$ cat src/rtl/arb_pkg.sv
// Shared definitions for the 16-way round-robin request arbiter.
package arb_pkg;

  localparam int NUM_REQ            = 16;
  localparam int IDX_W              = 4;
  localparam int DEF_TIMEOUT_CYCLES = 255;

  typedef enum logic {
    IDLE  = 1'b0,
    GRANT = 1'b1
  } arb_state_e;

endpackage

$ cat src/rtl/Decoder4x16.sv
// Binary-to-one-hot decoder used to build per-requester enables.
module Decoder4x16 (
  input  logic [3:0]  idx,
  output logic [15:0] oh
);

  // One bit set at the position named by idx
  always_comb begin
    oh = 16'h0001 << idx;
  end

endmodule

$ cat src/rtl/req_arbiter_rr16.sv
// Round-robin arbiter, 16 requesters, grant held until done or withdrawal.
// Define ARB_TIMEOUT_EN to build the hold watchdog (limit TIMEOUT_CYCLES).
module req_arbiter_rr16
  import arb_pkg::*;
#(
  parameter int unsigned TIMEOUT_CYCLES = DEF_TIMEOUT_CYCLES
) (
  input  logic                clk,
  input  logic                rst_n,
  input  logic [NUM_REQ-1:0]  req,
  input  logic                done,
  output logic                grant_valid,
  output logic [IDX_W-1:0]    grant_idx,
  output logic [NUM_REQ-1:0]  grant_oh,
  output logic                timeout
);

  arb_state_e          state_r, state_nxt_s;
  logic [IDX_W-1:0]    ptr_r, ptr_nxt_s;
  logic [IDX_W-1:0]    grant_idx_r, grant_idx_nxt_s;
  logic                grant_valid_r, grant_valid_nxt_s;
  logic                timeout_r, timeout_nxt_s;
  logic [IDX_W:0]      pick_s;
  logic                release_s;
  logic [NUM_REQ-1:0]  dec_oh_s;

`ifdef ARB_TIMEOUT_EN
  localparam logic [15:0] HOLD_LAST = 16'(TIMEOUT_CYCLES - 1);
  logic [15:0] hold_cnt_r, hold_cnt_nxt_s;
`endif

  // First set bit scanning ptr, ptr+1, ... wrapping; MSB flags a hit.
  // Scanning downwards lets the smallest offset overwrite the result last.
  function automatic logic [IDX_W:0] rr_pick(input logic [NUM_REQ-1:0] r,
                                             input logic [IDX_W-1:0]   p);
    logic [IDX_W:0]   res;
    logic [IDX_W-1:0] j;
    res = {1'b0, 4'd0};
    for (int i = NUM_REQ - 1; i >= 0; i--) begin
      j = p + IDX_W'(i);
      if (r[j]) begin
        res = {1'b1, j};
      end else begin
        res = res;
      end
    end
    return res;
  endfunction

  assign pick_s    = rr_pick(req, ptr_r);
  assign release_s = done | ~req[grant_idx_r];

  // Next-state and next-output logic
  always_comb begin
    state_nxt_s       = state_r;
    ptr_nxt_s         = ptr_r;
    grant_idx_nxt_s   = grant_idx_r;
    grant_valid_nxt_s = grant_valid_r;
    timeout_nxt_s     = 1'b0;
`ifdef ARB_TIMEOUT_EN
    hold_cnt_nxt_s    = hold_cnt_r;
`endif
    case (state_r)
      IDLE: begin
        if (pick_s[IDX_W]) begin
          grant_idx_nxt_s   = pick_s[IDX_W-1:0];
          grant_valid_nxt_s = 1'b1;
          state_nxt_s       = GRANT;
`ifdef ARB_TIMEOUT_EN
          hold_cnt_nxt_s    = 16'd0;
`endif
        end else begin
          grant_valid_nxt_s = 1'b0;
        end
      end
      GRANT: begin
        if (release_s) begin
          grant_valid_nxt_s = 1'b0;
          ptr_nxt_s         = grant_idx_r + 4'd1;
          state_nxt_s       = IDLE;
`ifdef ARB_TIMEOUT_EN
        end else if (hold_cnt_r == HOLD_LAST) begin
          grant_valid_nxt_s = 1'b0;
          ptr_nxt_s         = grant_idx_r + 4'd1;
          timeout_nxt_s     = 1'b1;
          state_nxt_s       = IDLE;
        end else begin
          hold_cnt_nxt_s    = hold_cnt_r + 16'd1;
        end
`else
        end else begin
          grant_valid_nxt_s = 1'b1;
        end
`endif
      end
      default: begin
        state_nxt_s       = IDLE;
        grant_valid_nxt_s = 1'b0;
      end
    endcase
  end

  // State and output registers
  always_ff @(posedge clk or negedge rst_n) begin
    if (!rst_n) begin
      state_r       <= IDLE;
      ptr_r         <= 4'd0;
      grant_idx_r   <= 4'd0;
      grant_valid_r <= 1'b0;
      timeout_r     <= 1'b0;
    end else begin
      state_r       <= state_nxt_s;
      ptr_r         <= ptr_nxt_s;
      grant_idx_r   <= grant_idx_nxt_s;
      grant_valid_r <= grant_valid_nxt_s;
      timeout_r     <= timeout_nxt_s;
    end
  end

`ifdef ARB_TIMEOUT_EN
  // Grant hold counter
  always_ff @(posedge clk or negedge rst_n) begin
    if (!rst_n) begin
      hold_cnt_r <= 16'd0;
    end else begin
      hold_cnt_r <= hold_cnt_nxt_s;
    end
  end
`endif

  Decoder4x16 u_dec (
    .idx (grant_idx_r),
    .oh  (dec_oh_s)
  );

  assign grant_valid = grant_valid_r;
  assign grant_idx   = grant_idx_r;
  assign grant_oh    = dec_oh_s & {NUM_REQ{grant_valid_r}};
  assign timeout     = timeout_r;

endmodule

$ cat config.mk
export PLATFORM = sky130hd
export DESIGN_NAME = req_arbiter_rr16
export DESIGN_NICKNAME = d
export VERILOG_FILES = /design/src/rtl/arb_pkg.sv /design/src/rtl/Decoder4x16.sv /design/src/rtl/req_arbiter_rr16.sv
export SDC_FILE = /design/constraint.sdc
export NUM_CORES = 1
export LEC_CHECK = 0
export CAP_MARGIN = 20
export CORE_ASPECT_RATIO = 1.5
export CORE_UTILIZATION = 51
export DETAILED_ROUTE_END_ITERATION = 8
export PLACE_DENSITY_LB_ADDON = 0.25
export SYNTH_ARGS = -nofsm -noshare
export SYNTH_HDL_FRONTEND = slang
export SYNTH_SLANG_ARGS = --single-unit
$ cat constraint.sdc
create_clock -name clk -period 6.2 [get_ports clk]
set_clock_uncertainty 0.15 [all_clocks]
set_input_delay 0.62 -clock clk [delete_from_list [all_inputs] [get_ports clk]]
set_output_delay 0.62 -clock clk [all_outputs]
set_load 0.02 [all_outputs]
==> results of run 1 <==
-- final cells by class --
| class | count | share of cell area |
|---|---|---|
| Inverter | 13 | 0.0138 |
| Multi-Input combinational cell | 291 | 0.763 |
| Clock buffer | 4 | 0.0127 |
| Timing Repair Buffer | 44 | 0.121 |
| Sequential cell | 9 | 0.0637 |
| Tap cell | 72 | 0.0255 |
-- synth_stat cells, types with 3 or more instances --
master    count  area, um^2
o21ai_0      17        85.1
inv_1        12        45.0
mux4_1        3        78.8
o22ai_1       6        37.5
nor2b_1       6        37.5
and2_1        5        31.3
mux2i_1      34         340
a21oi_1      22         110
mux2_1       10         113
buf_4         3        22.5
o31ai_1       3        22.5
nor3b_1       3        22.5
ha_1         13         163
dfrtp_1       9         225
xor2_1        7        61.3
and3_1       14        87.6
buf_6         5        56.3
or3_1         4        25.0
mux2_2        5        56.3
nor3_1        8        40.0
mux4_2       34         766
nor2_1       28         105
xnor2_1       5        43.8
nand2_1      15        56.3
clkbuf_1      7        26.3
buf_2         5        25.0
nand3_1       4        20.0
-- registers in the layout, summed over array words and instances, names as in the netlist --
| name | count |
|---|---|
| grant_idx | 4 |
| grant_valid | 1 |
| ptr_r | 4 |
-- kinds of logic (layout without fill, tap and decap cells) --
family | after synthesis | count (layout) | synth area share
simple gates | 99 | 99 | 0.168
flops | 9 | 9 | 0.0726
compound gates | 76 | 76 | 0.157
fa+ha+maj | 13 | 13 | 0.0524
other cells | 1 | 1 | 0.00121
mux | 87 | 87 | 0.441
xor+xnor | 15 | 15 | 0.0496
buf+inv | 33 | 61 | 0.0577
-- stage by stage --
stage	std cells	instance area (um^2)	hold slack, ns	setup WS, ns	utilization
final	433	3530	0.532	1.69	0.606
after global routing	433	3530	0.571	1.28	0.606
after CTS	433	3530	0.515	1.74	0.606
after detailed placement	429	3490	0.488	1.77	0.599
after global placement	429	3490	0.483	1.88	0.599
after floorplan	333	3100	0.174	2.17	-
-- worst min-delay path by stage --
| stage | end | slack (ns) | depth (start not counted) |
|---|---|---|---|
| 2_1_floorplan | grant_idx[0] | 0.17 | 0 |
| 4_1_cts | grant_valid | 0.51 | 2 |
| 6_report | grant_idx[3] | 0.53 | 2 |
| 3_3_place_gp | grant_valid | 0.48 | 2 |
| 5_1_grt | ptr_r[2] | 0.57 | 1 |
| 3_5_place_dp | grant_valid | 0.49 | 2 |
-- worst register-to-register path, delay by kind of cell, from the launching register on --
kind / cells / cell delay (ns)
AOI/OAI and AO/OA: 4 / 1.04
adders and majority gates: 1 / 0.82
buffers and inverters: 2 / 0.65
DFF: 1 / 0.33
muxes: 3 / 1.08
and+or+nand+nor: 1 / 0.32
-- metal layers --
| layer | wire length [um] | GRT usage | share of wire | vias to the layer above |
|---|---|---|---|---|
| li1 | - | - | - | 1361 |
| met1 | 3610 | 0.386 | 0.35 | 1454 |
| met2 | 5380 | 0.580 | 0.52 | 208 |
| met3 | 746 | 0.0352 | 0.072 | 50 |
| met4 | 589 | 0.214 | 0.057 | 0 |
| met5 | 0 | 0 | 0 | - |
==> flow_summary.ini, run 1 <==
[status]
status = finished clean

[sta]
final-setup-viol-count = 0
worst_pin_slew_ns = 0.741
setup-tns-final_ns = 0
rsz0062_at_grt = false
finalCriticalPeriod_ns = 4.51
fmaxAchievable_ghz = 0.222
slew_headroom = 0.492
slew_viol_final = 0
fin_crit_sh = 0.727
hold_viol_final = 0

[logic_synthesis]
synth_area_um2 = 3100
syn_nets = 365
yosys_warnings = 0
yosysUniqueCellTypes = 62
ys_seq_elements = 9
ys_seq_area_frac = 0.0726
ys.flop_type = dfrtp_1
synth.avg_cell_area_um2 = 9.31
async_reset_ff_frac = 1.00
synth_edf_count = 0
synth_cells = 333

[placement]
gp_congestion = 1.04
dpl.hpwl_um = 7810
io_buffers = 39

[floorplanning]
initial_core_util = 0.532
core_area_um2 = 5830
placement_rows = 34
dieArea_um2 = 6400
num_io_pins = 41
die_height_um = 97.5
fp.dieW_um = 65.7

[finish]
fillCellCount = 508
final_common_cell = clkdlybuf4s50_1
num_antenna_cells = 0
nets = 394
multiInputGateArea_um2 = 2700
drive_gt1_frac = 0.155
seqCellArea_um2 = 225
final_cell_mix = 39 x clkdlybuf4s50_1, 34 x mux4_2, 34 x mux2i_1
syn2layout_area_growth_pct = 14.0

[clocking]
cts_resized = 0
htreeDepth = 1
cts_tree = done
cts_buffers = 3
cts_sinks = 9
clk_latency_ns = 0.23
cts_max_path_buffers = 2
clock-root-buffer = clkbuf_8
clk_pin_slew_worst_paths_ns = 0.04
post_cts_buffers = 0
hold_buffers = 0

[drt]
drt_iter0_markers = 232
vias = 3073
final_antenna_net_count = 0
wl_um = 10300
firstDrtPassIters = 5
wire_per_inst_um = 23.8
vias_per_cell = 7.10
drc = 0

[setup_path]
r2r_slack_ns = 1.69
cp_slowest_cell = ha_1
crit_buf_inv = 2
reg2reg_from = ptr_r[0]
end_kind = flop
worstSetupStartpointType = flop
arrival_ns = 4.46
worstPathRequired_ns = 6.15
cp.depth = 11
slowest_delay_ns = 0.82
crit_chain = buf_4 -> inv_1 -> ha_1 -> mux4_2 -> mux2i_2 -> mux2i_1 -> or2_1 -> a2111oi_0 -> o21ai_0 -> a221oi_1 -> o22ai_2
crit_family = multiplexers
r2r_end = grant_idx[2]
crit_type = reg2reg
crit_fanout = 36
r2r_cells = 11
cp-endpoint = grant_idx[2]
cp-startpoint = ptr_r[0]

[grt]
antenna_found_initial = 0
grt_overflow = 0
grt_pass1_wl_um = 16300
grt_max_degree = 37
grt_pass1_vias = 3029
grt.total_usage = 0.339

[run]
max_cap_viol_count = 0

[worst_hold_path]
min_from = grant_idx[3]
hold_path.class = reg2reg
Power of run 1 is not shown: default switching activity piles up to over one toggle a cycle in this logic, so the estimate is an artifact.
==> inputs of run 2 (changes only) <==
- clock period: 6.2 -> 3.9 ns (I/O delays scaled with it)
==> flow_summary.ini, run 2 (synthesis results as in run 1) <==
[grt]
grt_pass1_wl_um = 16200
grt.total_usage = 0.331
grt_pass1_vias = 3096
grt_max_degree = 35
grt_overflow = 0
antenna_found_initial = 0

[setup_path]
end_kind = flop
reg2reg_from = ptr_r[1]
cp-endpoint = grant_idx[2]
r2r_end = grant_idx[2]
arrival_ns = 3.66
worstSetupStartpointType = flop
cp-startpoint = ptr_r[1]
crit_fanout = 25
r2r_slack_ns = 0.20
crit_type = reg2reg
worstPathRequired_ns = 3.86
r2r_cells = 9

[floorplanning]
core_area_um2 = 5830
fp.dieW_um = 65.7
die_height_um = 97.5
placement_rows = 34
initial_core_util = 0.532
num_io_pins = 41
dieArea_um2 = 6400

[sta]
finalCriticalPeriod_ns = 3.70
slew_viol_final = 0
fin_crit_sh = 0.948
setup-tns-final_ns = 0
timing.final.ws_setup_ns = 0.203
fmaxAchievable_ghz = 0.270
rsz0062_at_grt = false
hold_viol_final = 0
final-setup-viol-count = 0
slew_headroom = 0.586
worst_pin_slew_ns = 0.619

[run]
max_cap_viol_count = 0

[finish]
final_cells = 455
postLayoutCellArea_um2 = 3700
final_common_cell = clkdlybuf4s50_1
nets = 416
fillCellCount = 519
final_cell_mix = 39 x clkdlybuf4s50_1, 34 x mux4_2, 34 x mux2i_1
num_antenna_cells = 0
drive_gt1_frac = 0.206
syn2layout_area_growth_pct = 19.4
seqCellArea_um2 = 225
multiInputGateArea_um2 = 2700

[clocking]
cts_tree = done
cts_max_path_buffers = 2
clock-root-buffer = clkbuf_8
hold_buffers = 0
cts_buffers = 3
htreeDepth = 1
clk_latency_ns = 0.24
cts_sinks = 9
clk_pin_slew_worst_paths_ns = 0.05

[placement]
gp_congestion = 1.06
placed_area_um2 = 3650
dpl.hpwl_um = 7970
dp.cells = 451
io_buffers = 39
place_ws_ns = 0.228

[drt]
drt_iter0_markers = 264
firstDrtPassIters = 5
final_antenna_net_count = 0
vias_per_cell = 7.00
drc = 0
wl_um = 10200
wire_per_inst_um = 22.4
vias = 3187

[status]
status = finished clean

[worst_hold_path]
hold_path.class = in2async
[run 2: cell types whose count changed in the layout (fill, tap and decap cells not counted)]
cell,delta
ha_1,-1
ha_2,+1
buf_4,+22
[run 2: through the flow]
step / hold slack (ns) / util
floorplan: -0.0556 / -
global placement: 0.506 / 0.627
detailed placement: 0.526 / 0.627
CTS: 0.325 / 0.635
global route: 0.351 / 0.635
finish: 0.311 / 0.635
[run 2: critical path, stage by stage (launching register included)]
cell      delay [ns]
dfrtp_1         0.43
buf_4           0.40
ha_1            0.33
xor2_1          0.54
mux4_2          0.44
or3_1           0.43
or4_4           0.44
nand2b_2        0.17
and2_4          0.17
o22ai_2         0.06
[run 2: worst min-delay path by stage]
stage                     start      endpoint  slack (ns)  depth (start not counted)
floorplan                 rst_n  grant_idx[0]       -0.06                          0
global placement    grant_valid   grant_valid        0.51                          2
detailed placement  grant_valid   grant_valid        0.53                          2
CTS                       rst_n  grant_idx[0]        0.33                          1
global route              rst_n  grant_idx[0]        0.35                          1
finish                    rst_n  grant_idx[0]        0.31                          1
[run 2: area by class of cell]
cell class	instances	share of cell area
clock buffer	4	0.0122
inverter	13	0.0132
multi-input combinational	291	0.729
sequential	9	0.0608
tap	72	0.0243
timing repair buffer	66	0.160
[run 2: repair_timing]
action,4_1_cts,5_1_grt
resized for setup,0,1
endpoints found under the setup margin,0,1
buffers inserted,0,0
[run 2: metal layers]
layer	vias up	GRT usage	share of wire
met3	60	0.0258	0.063
met2	208	0.580	0.52
met4	0	0.189	0.070
met1	1508	0.379	0.35
li1	1411	-	-
met5	-	0	0
Power of run 2 is left out for the same reason.
==> inputs of run 3 (changes only) <==
- clock period: 3.9 -> 3.5 ns (I/O delays scaled with it)
==> flow_summary.ini, run 3 (synthesis results as in run 1) <==
[status]
status = finished clean

[grt]
grt.total_usage = 0.353
grt_overflow = 0
grt_pass1_wl_um = 17200
grt_pass1_vias = 3440
antenna_found_initial = 0
grt_max_degree = 27

[setup_path]
crit_fanout = 19
end_kind = flop
cp_slowest_cell = mux4_1
worstPathRequired_ns = 3.45
crit_family = simple AND/OR/NAND/NOR gates
arrival_ns = 3.36
cp.depth = 9
cp-endpoint = grant_idx[2]
crit_buf_inv = 2
r2r_cells = 9
reg2reg_from = ptr_r[1]
slowest_delay_ns = 0.56
worstSetupStartpointType = flop
r2r_slack_ns = 0.09
crit_type = reg2reg
r2r_end = grant_idx[2]
crit_chain = buf_4 -> buf_12 -> mux4_1 -> mux4_2 -> or3_1 -> or4_4 -> nand2b_2 -> and2_4 -> o22ai_2
cp-startpoint = ptr_r[1]

[floorplanning]
initial_core_util = 0.532
num_io_pins = 41
die_height_um = 97.5
dieArea_um2 = 6400
fp.dieW_um = 65.7
placement_rows = 34
core_area_um2 = 5830

[finish]
final_common_cell = buf_4
drive_gt1_frac = 0.318
num_antenna_cells = 0
postLayoutCellArea_um2 = 4190
nets = 470
syn2layout_area_growth_pct = 34.9
fillCellCount = 436
final_cell_mix = 79 x buf_4, 39 x clkdlybuf4s50_1, 34 x mux4_2

[sta]
holdWs_ns = 0.272
slew_headroom = 0.586
rsz0062_at_grt = false
hold_viol_final = 0
finalCriticalPeriod_ns = 3.41
final-setup-viol-count = 0
fmaxAchievable_ghz = 0.293
slew_viol_final = 0
worst_pin_slew_ns = 0.603
fin_crit_sh = 0.975
setup-tns-final_ns = 0

[clocking]
clock-root-buffer = clkbuf_8
cts_tree = done
clk_latency_ns = 0.23
clk_pin_slew_worst_paths_ns = 0.05
hold_buffers = 0
cts_max_path_buffers = 2
cts_sinks = 9
htreeDepth = 1
cts_buffers = 3

[placement]
placed_area_um2 = 4100
gp_congestion = 0.989
dpl.hpwl_um = 8630
io_buffers = 39

[drt]
highest_layer = met4
met1_length_um = 3690
dr_wl_met2_um = 5650
vias_per_cell = 6.65
firstDrtPassIters = 5
drc = 0
wl_um = 10600
drt_iter0_markers = 283
final_antenna_net_count = 0
dr_wl_met3_um = 603
vias = 3383
wire_per_inst_um = 20.8

[worst_hold_path]
hold_path.class = in2async

[run]
max_cap_viol_count = 0
==> run 3: metrics by stage <==
step | setup WS, ns | cells | util
after floorplan | -0.0727 | 333 | -
after global placement | -0.0453 | 505 | 0.704
final | 0.0889 | 509 | 0.718
after CTS | 0.00926 | 509 | 0.712
after global routing | 0.000334 | 509 | 0.718
after detailed placement | -0.102 | 505 | 0.704
==> run 3: worst min-delay path by stage <==
stage                      startpoint      endpoint  slack [ns]
after floorplan                 rst_n  grant_idx[0]        -0.1
after global routing            rst_n   grant_valid        0.29
after detailed placement  grant_valid   grant_valid        0.46
final                           rst_n   grant_valid        0.27
after global placement    grant_valid   grant_valid        0.45
after CTS                       rst_n      ptr_r[2]        0.28
==> run 3: routing by layer <==
metal | GRT usage | up-vias
met1 | 0.400 | 1618
li1 | - | 1518
met3 | 0.0305 | 47
met5 | 0 | -
met4 | 0.206 | 0
met2 | 0.619 | 200
==> run 3: timing repair <==
| item | 4_1_cts | 5_1_grt |
|---|---|---|
| endpoints found under the hold margin | 0 | 0 |
| endpoints found under the setup margin | 4 | 4 |
| pin swaps | 0 | 0 |
| setup buffers | 0 | 0 |
| gates resized for setup | 2 | 6 |
==> run 3: area by class of cell <==
type                       instances  area, um^2  area share
inverter                          13        52.6      0.0126
multi-input combinational        291        2750       0.657
tap                               72        90.1      0.0215
timing repair buffer             120        1020       0.245
sequential                         9         226      0.0541
clock buffer                       4        45.0      0.0108
Power of run 3 is left out for the same reason.
